## config.mk

```make
export PLATFORM = sky130hd
export DESIGN_NAME = csr_trap_unit
export DESIGN_NICKNAME = d
export VERILOG_FILES = /design/src/rtl/csr_trap_unit.sv
export SDC_FILE = /design/constraint.sdc
export NUM_CORES = 1
export LEC_CHECK = 0
export ABC_AREA = 1
export BUFFER_PORTS_ARGS = -buffer_cell sky130_fd_sc_hd__buf_2
export CAP_MARGIN = 20
export CORE_MARGIN = 2
export CORE_UTILIZATION = 45
export DETAILED_ROUTE_END_ITERATION = 7
export GPL_TIMING_DRIVEN = 0
export PLACE_DENSITY = 0.75
export SKIP_LAST_GASP = 1
export SLEW_MARGIN = 0
export SYNTH_ARGS = -nofsm -noshare
export SYNTH_HDL_FRONTEND = slang
export SYNTH_SLANG_ARGS = --single-unit
export TNS_END_PERCENT = 20
```

## constraint.sdc

```tcl
create_clock -name clk -period 3.53 [get_ports clk]
set_clock_uncertainty 0.1 [all_clocks]
set_input_delay 0.706 -clock clk [delete_from_list [all_inputs] [get_ports clk]]
set_output_delay 0.706 -clock clk [all_outputs]
set_load 0.02 [all_outputs]
```

## src/rtl/csr_trap_unit.sv

```systemverilog
// csr_trap_unit: machine-mode CSR file with timer-interrupt trap entry and mret return.
// Redirects fetch through epc_taken/epc and squashes the one instruction behind each redirect.
//
// state | meaning
// RUN   | normal execution; an mret or a pending timer interrupt may redirect fetch
// FLUSH | instruction behind a redirect is discarded; no writes, mret or traps

module csr_trap_unit #(
    parameter logic [31:0] MTVEC_RST = 32'h0000_0000
) (
    input  logic        clk,
    input  logic        rst_n,
    input  logic        csr_rf_wr,
    input  logic        csr_rf_rd,
    input  logic        mret,
    input  logic [11:0] csr_addr,
    input  logic [31:0] csr_wdata,
    input  logic [31:0] pc,
    input  logic        timer_irq,
    output logic [31:0] csr_rdata,
    output logic        epc_taken,
    output logic [31:0] epc
);

    localparam logic [11:0] ADDR_MSTATUS = 12'h300;
    localparam logic [11:0] ADDR_MIE     = 12'h304;
    localparam logic [11:0] ADDR_MTVEC   = 12'h305;
    localparam logic [11:0] ADDR_MEPC    = 12'h341;
    localparam logic [11:0] ADDR_MCAUSE  = 12'h342;
    localparam logic [11:0] ADDR_MIP     = 12'h344;
    localparam logic [11:0] ADDR_MCYCLE  = 12'hB00;
    localparam logic [11:0] ADDR_MCYCLEH = 12'hB80;

    localparam logic [31:0] CAUSE_MTI    = 32'h8000_0007;
    localparam logic [31:0] VEC_OFS_MTI  = 32'h0000_001C;

    typedef enum logic {
        RUN   = 1'b0,
        FLUSH = 1'b1
    } state_e;

    state_e      state_q, state_d;
    logic        mstatus_mie_q, mstatus_mie_d;
    logic        mstatus_mpie_q, mstatus_mpie_d;
    logic        mie_mtie_q, mie_mtie_d;
    logic [31:0] mtvec_q, mtvec_d;
    logic [31:0] mepc_q, mepc_d;
    logic [31:0] mcause_q, mcause_d;
    logic [63:0] mcycle_q, mcycle_d;
    logic        sync1_q, sync2_q;

    logic        mip_mtip;
    logic        irq_take;
    logic        mret_take;
    logic        csr_we;
    logic [31:0] trap_base;

    assign mip_mtip  = sync2_q;
    assign mret_take = (state_q == RUN) & mret;
    assign irq_take  = (state_q == RUN) & mstatus_mie_q & mie_mtie_q & mip_mtip & ~mret;
    // A write colliding with a trap is dropped; the instruction replays after mret.
    assign csr_we    = (state_q == RUN) & csr_rf_wr & ~mret & ~irq_take;
    assign trap_base = {mtvec_q[31:2], 2'b00};

    always_ff @(posedge clk or negedge rst_n) begin
        if (!rst_n) begin
            state_q        <= RUN;
            mstatus_mie_q  <= 1'b0;
            mstatus_mpie_q <= 1'b0;
            mie_mtie_q     <= 1'b0;
            mtvec_q        <= MTVEC_RST;
            mepc_q         <= '0;
            mcause_q       <= '0;
            mcycle_q       <= '0;
            sync1_q        <= 1'b0;
            sync2_q        <= 1'b0;
        end else begin
            state_q        <= state_d;
            mstatus_mie_q  <= mstatus_mie_d;
            mstatus_mpie_q <= mstatus_mpie_d;
            mie_mtie_q     <= mie_mtie_d;
            mtvec_q        <= mtvec_d;
            mepc_q         <= mepc_d;
            mcause_q       <= mcause_d;
            mcycle_q       <= mcycle_d;
            sync1_q        <= timer_irq;
            sync2_q        <= sync1_q;
        end
    end

    always_comb begin
        state_d        = state_q;
        mstatus_mie_d  = mstatus_mie_q;
        mstatus_mpie_d = mstatus_mpie_q;
        mie_mtie_d     = mie_mtie_q;
        mtvec_d        = mtvec_q;
        mepc_d         = mepc_q;
        mcause_d       = mcause_q;
        mcycle_d       = mcycle_q + 64'd1;
        epc_taken      = 1'b0;
        epc            = '0;

        case (state_q)
            RUN: begin
                if (mret_take) begin
                    epc_taken      = 1'b1;
                    epc            = mepc_q;
                    mstatus_mie_d  = mstatus_mpie_q;
                    mstatus_mpie_d = 1'b1;
                    state_d        = FLUSH;
                end else if (irq_take) begin
                    epc_taken      = 1'b1;
                    epc            = (mtvec_q[1:0] == 2'b00) ? trap_base : trap_base + VEC_OFS_MTI;
                    mepc_d         = pc;
                    mcause_d       = CAUSE_MTI;
                    mstatus_mpie_d = mstatus_mie_q;
                    mstatus_mie_d  = 1'b0;
                    state_d        = FLUSH;
                end else if (csr_we) begin
                    case (csr_addr)
                        ADDR_MSTATUS: begin
                            mstatus_mie_d  = csr_wdata[3];
                            mstatus_mpie_d = csr_wdata[7];
                        end
                        ADDR_MIE:    mie_mtie_d = csr_wdata[7];
                        ADDR_MTVEC:  mtvec_d    = csr_wdata;
                        ADDR_MEPC:   mepc_d     = csr_wdata;
                        ADDR_MCAUSE: mcause_d   = csr_wdata;
                        // A written low word replaces the increment for that cycle.
                        ADDR_MCYCLE: mcycle_d   = {mcycle_q[63:32], csr_wdata};
                        default: ;
                    endcase
                end
            end
            FLUSH: state_d = RUN;
            default: state_d = RUN;
        endcase
    end

    always_comb begin
        csr_rdata = '0;
        if (csr_rf_rd) begin
            case (csr_addr)
                ADDR_MSTATUS: csr_rdata = {24'h0, mstatus_mpie_q, 3'b000, mstatus_mie_q, 3'b000};
                ADDR_MIE:     csr_rdata = {24'h0, mie_mtie_q, 7'h00};
                ADDR_MTVEC:   csr_rdata = mtvec_q;
                ADDR_MEPC:    csr_rdata = mepc_q;
                ADDR_MCAUSE:  csr_rdata = mcause_q;
                ADDR_MIP:     csr_rdata = {24'h0, mip_mtip, 7'h00};
                ADDR_MCYCLE:  csr_rdata = mcycle_q[31:0];
                ADDR_MCYCLEH: csr_rdata = mcycle_q[63:32];
                default:      csr_rdata = '0;
            endcase
        end
    end

endmodule
```

* Word-level counts from Yosys, hierarchy flattened
Cells that the tools add are included.
** Word-level totals
- Output and inout bits :: 65
- Word-level logic and storage cells :: 74
- Input bits :: 82
- Memories :: 0
- RAM bits :: 0
- ROM bits :: 0
- Register bits :: 166
- Bits in latches :: 0
** Cells by class
- Reduce and logical (&&, ||, !) cells :: 11
- Equality and inequality tests :: 9
- Multiply operators :: 0
- Div/mod/pow operators :: 0
- Add/sub/neg operators :: 2
- Multiplexer cells :: 29
- $lt $le $gt $ge :: 0
- Shift-type cells :: 0
- Bitwise operators :: 12
** Operator list (count)
- 2-to-1 mux 32 bit :: 11
- 2-to-1 mux 64 bit :: 5
- case mux 32 bit (8 select lines) :: 1
- equality test 12 x 10 -> 1 bit, second input constant :: 6
- adder 64 x 1 -> 64 bit, second input constant :: 1
- adder 32 x 5 -> 32 bit, second input constant :: 1
- equality test 12 bit, second input constant :: 2
- 2-to-1 mux 1 bit :: 11
- AND reduction 5 bit :: 2
- AND 1 bit :: 8
- AND reduction 4 bit :: 2
- nonzero test 2 bit :: 3
- nonzero test 3 bit :: 2
- inequality test 5 bit, second input constant :: 1
- NOT 1 bit :: 4
- AND reduction 3 bit :: 1
- zero test 2 bit :: 1
- case mux 1 bit (2 select lines) :: 1

* Logic depth before layout (Yosys ltp)
- Depth after elaboration :: 11
- Depth in mapped cells :: 12
- Depth with buffers taken out :: 11

* Worst setup path before layout
Ideal clock, no wire load.
- Kind :: input to output
- From :: input port csr_addr[9]
- To :: output port csr_rdata[29]
- Data arrival time :: 1940 ps
- Buffers on the path :: 1
- Required time :: 2724 ps
- Slack :: 784 ps
- Cell stages on the path :: 11
- Path through :: nand2_1 -> nor2_1 -> nand2_2 -> inv_1 -> nand2_1 -> nand2_1 -> nor2_1 -> nand2_1 -> nand2_2 -> buf_4 -> a21oi_1
** On the way
- Cells in the longest elaborated chain, start to end :: 3
- Elaborated cells between the ends (all ways) :: 10
- Those cells by class :: eq/ne (8); mux (2)
** RTL lines
- from (decl) :: line 16 : input logic [11:0] csr_addr,
- equality test 12 bit / equality test 12 x 10 -> 1 bit (equally long branches) :: line 143 : case (csr_addr)
- case mux 32 bit (8 select lines) (*) :: line 143
- 2-to-1 mux 32 bit (*) :: line 142 : if (csr_rf_rd) begin
- to (decl) :: line 20 : output logic [31:0] csr_rdata,
Every way passes the cells marked *; elsewhere a longest branch is shown, timed or not.

* Worst setup path in the final report
- From :: input port csr_addr[7]
- To :: output port csr_rdata[13]
The elaborated chain is that of the path after synthesis.

==> flow_summary.rst <==
.. list-table::
   :header-rows: 1

   * - Metric
     - Value
   * - Yosys warning total
     - 0
   * - Max Clock Freq
     - 0.286 GHz
   * - Reported leakage power
     - 6.52 nW
   * - Clock sink count
     - ~170
   * - H-tree depth
     - 4
   * - Worst endpoint data arrival time
     - about 2.7 ns
   * - Critical Path Sink Type
     - output port
   * - Maximum fanout encountered on the critical timing path
     - 10
   * - Setup TNS
     - 0 ns
   * - Synthesized area per cell
     - about 6.6 sq um
   * - Area enclosed by the die boundary
     - between 0.02 and 0.03 sq mm
   * - Number of global-route vias before repair
     - ~11000
   * - Global-route wire length before repair
     - approximately 65000 um
   * - Count of final setup violators
     - 0
   * - Starting Density
     - 0.454
   * - Total via count in the routed design
     - between 10000 and 15000
   * - Clock latency reported for the late side of the worst-skew pair
     - around 0.45 ns
   * - Router iterations before antenna repair
     - 6
   * - Req. time, crit path
     - approximately 2.7 ns
   * - Antenna diode count
     - 0
   * - Final estimated routing congestion in global placement
     - 1.03
   * - Unrepaired setup endpoints after global routing
     - true
   * - Clk pin slew, worst setup/hold paths
     - 0.07 ns
   * - Number of nets with antenna violations after routing
     - 0
   * - CTS Buf Count
     - 17
   * - Most common cell in the netlist
     - nand2_1
   * - Number of nets in the synthesized netlist
     - between 1500 and 2000
   * - Height of the chip
     - around 160 um
   * - Flops & latches, synth
     - roughly 170
   * - Core occupancy in the finished layout
     - 0.529
   * - Horiz. Die Dim
     - around 160 um
   * - Final worst-path setup slack
     - 0.0308 ns
   * - Startpoint Class
     - primary input
   * - Detail-routed via count per cell
     - ~5.5
   * - Most area-consuming cells after synthesis
     - dfrtp_1 (38%), nand2_1 (18%), nor2_1 (7.6%)
   * - Fraction of layout cells with a size suffix above 1
     - 0.156
   * - Overall routing resource usage
     - 0.335
   * - Hold Buf Count CTS
     - 0
   * - Final hold violations
     - 0
   * - Placement-stage worst setup slack
     - -0.0396 ns
   * - Synthesized area
     - between 0.01 and 0.015 sq mm
   * - Buffers on Ports
     - 146
   * - Post-CTS Setup Bufs
     - 0
   * - Top cell type's share of synthesized area
     - 0.379
   * - Tightest Hold Check Type
     - primary input to asynchronous set/reset pin
   * - Post-DP Area
     - roughly 0.012 sq mm
   * - Crit Path Class
     - primary input to output port
   * - Period utilisation layout
     - 0.991
   * - Total global routing overflow
     - 0
   * - Cell Count, Final, Fillers Out
     - ~2200
   * - Cell total after placement
     - roughly 2100
   * - Cell type contributing the most total cell area after synthesis
     - dfrtp_1
   * - Area growth from synthesis to layout
     - 16.4%
   * - Prevailing post-synth register cell
     - dfrtp_1
   * - Floorplan Core Area
     - 0.0241 sq mm
   * - Power density relative to cell area
     - ~340 mW/mm^2
   * - Post-Layout Inst Area
     - between 0.01 and 0.015 sq mm
   * - Crit path time final
     - about 3.5 ns
   * - Max-capacitance violation count
     - 0
   * - Final wirelength
     - 42700 um
   * - Synth Instances
     - roughly 1700
   * - TritonCTS clock tree
     - done
   * - FP Rows
     - 57
   * - Number of antenna violations at the first check in global routing
     - 1
   * - Largest voltage drop on the vdd net
     - roughly 0.28 mV
   * - Max-slew headroom
     - 0.518
   * - Number of enable flip-flop cells after synthesis
     - 0
   * - Mean routed wirelength per cell
     - between 15 and 20 um
   * - Outcome
     - finished, final reports clean
   * - Number of pins with negative max-slew slack in the final report
     - 0
   * - Most frequent cells after synthesis
     - nand2_1 (513), nor2_1 (221), inv_1 (176), dfrtp_1 (166), nand3_1 (144)
   * - Post-synthesis async set-or-reset flop share
     - 1.00
   * - Pin count of the biggest net entering global routing
     - 120
   * - Post-DP HPWL
     - 33900 um
   * - Io pins
     - roughly 150
   * - Maximum root-to-sink buffer count
     - 2
   * - DRC violations left
     - 0
   * - Post-synthesis sequential area ratio
     - 0.379
   * - Yosys cell types
     - 48
   * - Violation count after the first detailed-route iteration
     - 1398
   * - Buffer type at the clock tree root
     - clkbuf_16
   * - Slew at the pin closest to its max-slew limit
     - a little over 0.7 ns
   * - Final-stage net count
     - 1900
[cell type report]
type | count | area (sq um)
fill | 2488 | 11300
multi-input combinational | 1242 | 5810
sequential | 166 | 4150
timing repair buffer | 147 | 768
inverter | 187 | 706
clock buffer | 17 | 425
tap | 324 | 405
buffer | 55 | 294
clock inverter | 15 | 195
[logic make-up after synthesis]
family	after synthesis	share of synthesized area
xor+xnor	31	0.0248
buf+inv	242	0.0911
simple gates	989	0.394
flops	166	0.379
fa+ha+maj	2	0.00228
compound gates	220	0.109
[repair_timing]
item,CTS,global route
endpoints found under the setup margin,2,10
pin swaps,0,0
resized for setup,1,3
[path summary, 6_finish.rpt]
check                                       from                        to  slack [ns]  cells after the start
min in group clk               sync1_q$_DFF_PN0_        mip_mtip$_DFF_PN0_        0.25                      0
min reg2reg                    sync1_q$_DFF_PN0_        mip_mtip$_DFF_PN0_        0.25                      0
max reg2reg                mcycle_q[0]$_DFF_PN0_  mcycle_q[52]$_DFFE_PN0P_        1.35                     10
min                                        rst_n  mcycle_q[39]$_DFFE_PN0P_        0.06                      1
max                                  csr_addr[7]             csr_rdata[13]        0.03                     10
max in group asynchronous                  rst_n    mepc_q[27]$_DFFE_PN0P_        2.28                      2
[metal layers]
layer | part of all wire | track usage
met4 | 0.041 | 0.125
met2 | 0.46 | 0.542
met3 | 0.096 | 0.0564
met5 | 0 | 0
met1 | 0.41 | 0.454
[stage by stage]
stage / power, mW / hold WS [ns]
4_1_cts: 4.36 / 0.0794
3_3_place_gp: 2.38 / 0.234
2_1_floorplan: 2.19 / 0.231
5_1_grt: 4.49 / 0.0819
6_report: 4.36 / 0.0619
3_5_place_dp: 2.38 / 0.235
[worst max-delay path, stage by stage]
cell and delay [ns]:
buf_2 0.10, inv_1 0.09, nand2_1 0.06, nor2_1 0.31
nand3_2 0.33, buf_2 0.31, o22ai_1 0.28, nor2_1 0.07
nor2_1 0.21, buf_2 0.22
[power by group]
part,internal (mW),leakage (nW),switching (mW),total (mW)
Combinational,0.112,4.24,0.249,0.361
Clock,1.03,0.304,0.972,2.00
Sequential,1.94,1.98,0.0574,2.00
Total,3.08,6.52,1.28,4.36
[placed cells by master, fill, tap and decap left out, drive strengths merged, types with 2 or more instances in the layout]
cell,count
o21ai,119
o22ai,29
xor2,20
nor3,18
xnor2,11
buf,195
clkbuf,24
a21o,6
nor2,245
o211ai,2
nand4,33
clkinv,8
inv,193
a21oi,56
dfrtp,166
ha,2
o21bai,2
nand2,527
and2,3
nand3b,11
a31oi,2
nand3,148
[sequential cells by signal, indices dropped and copies added (netlist names), 32 cells and up]
name and cells:
mcycle_q 64, mcause_q 32, mepc_q 32, mtvec_q 32
Power figures use the tool's default switching activity.
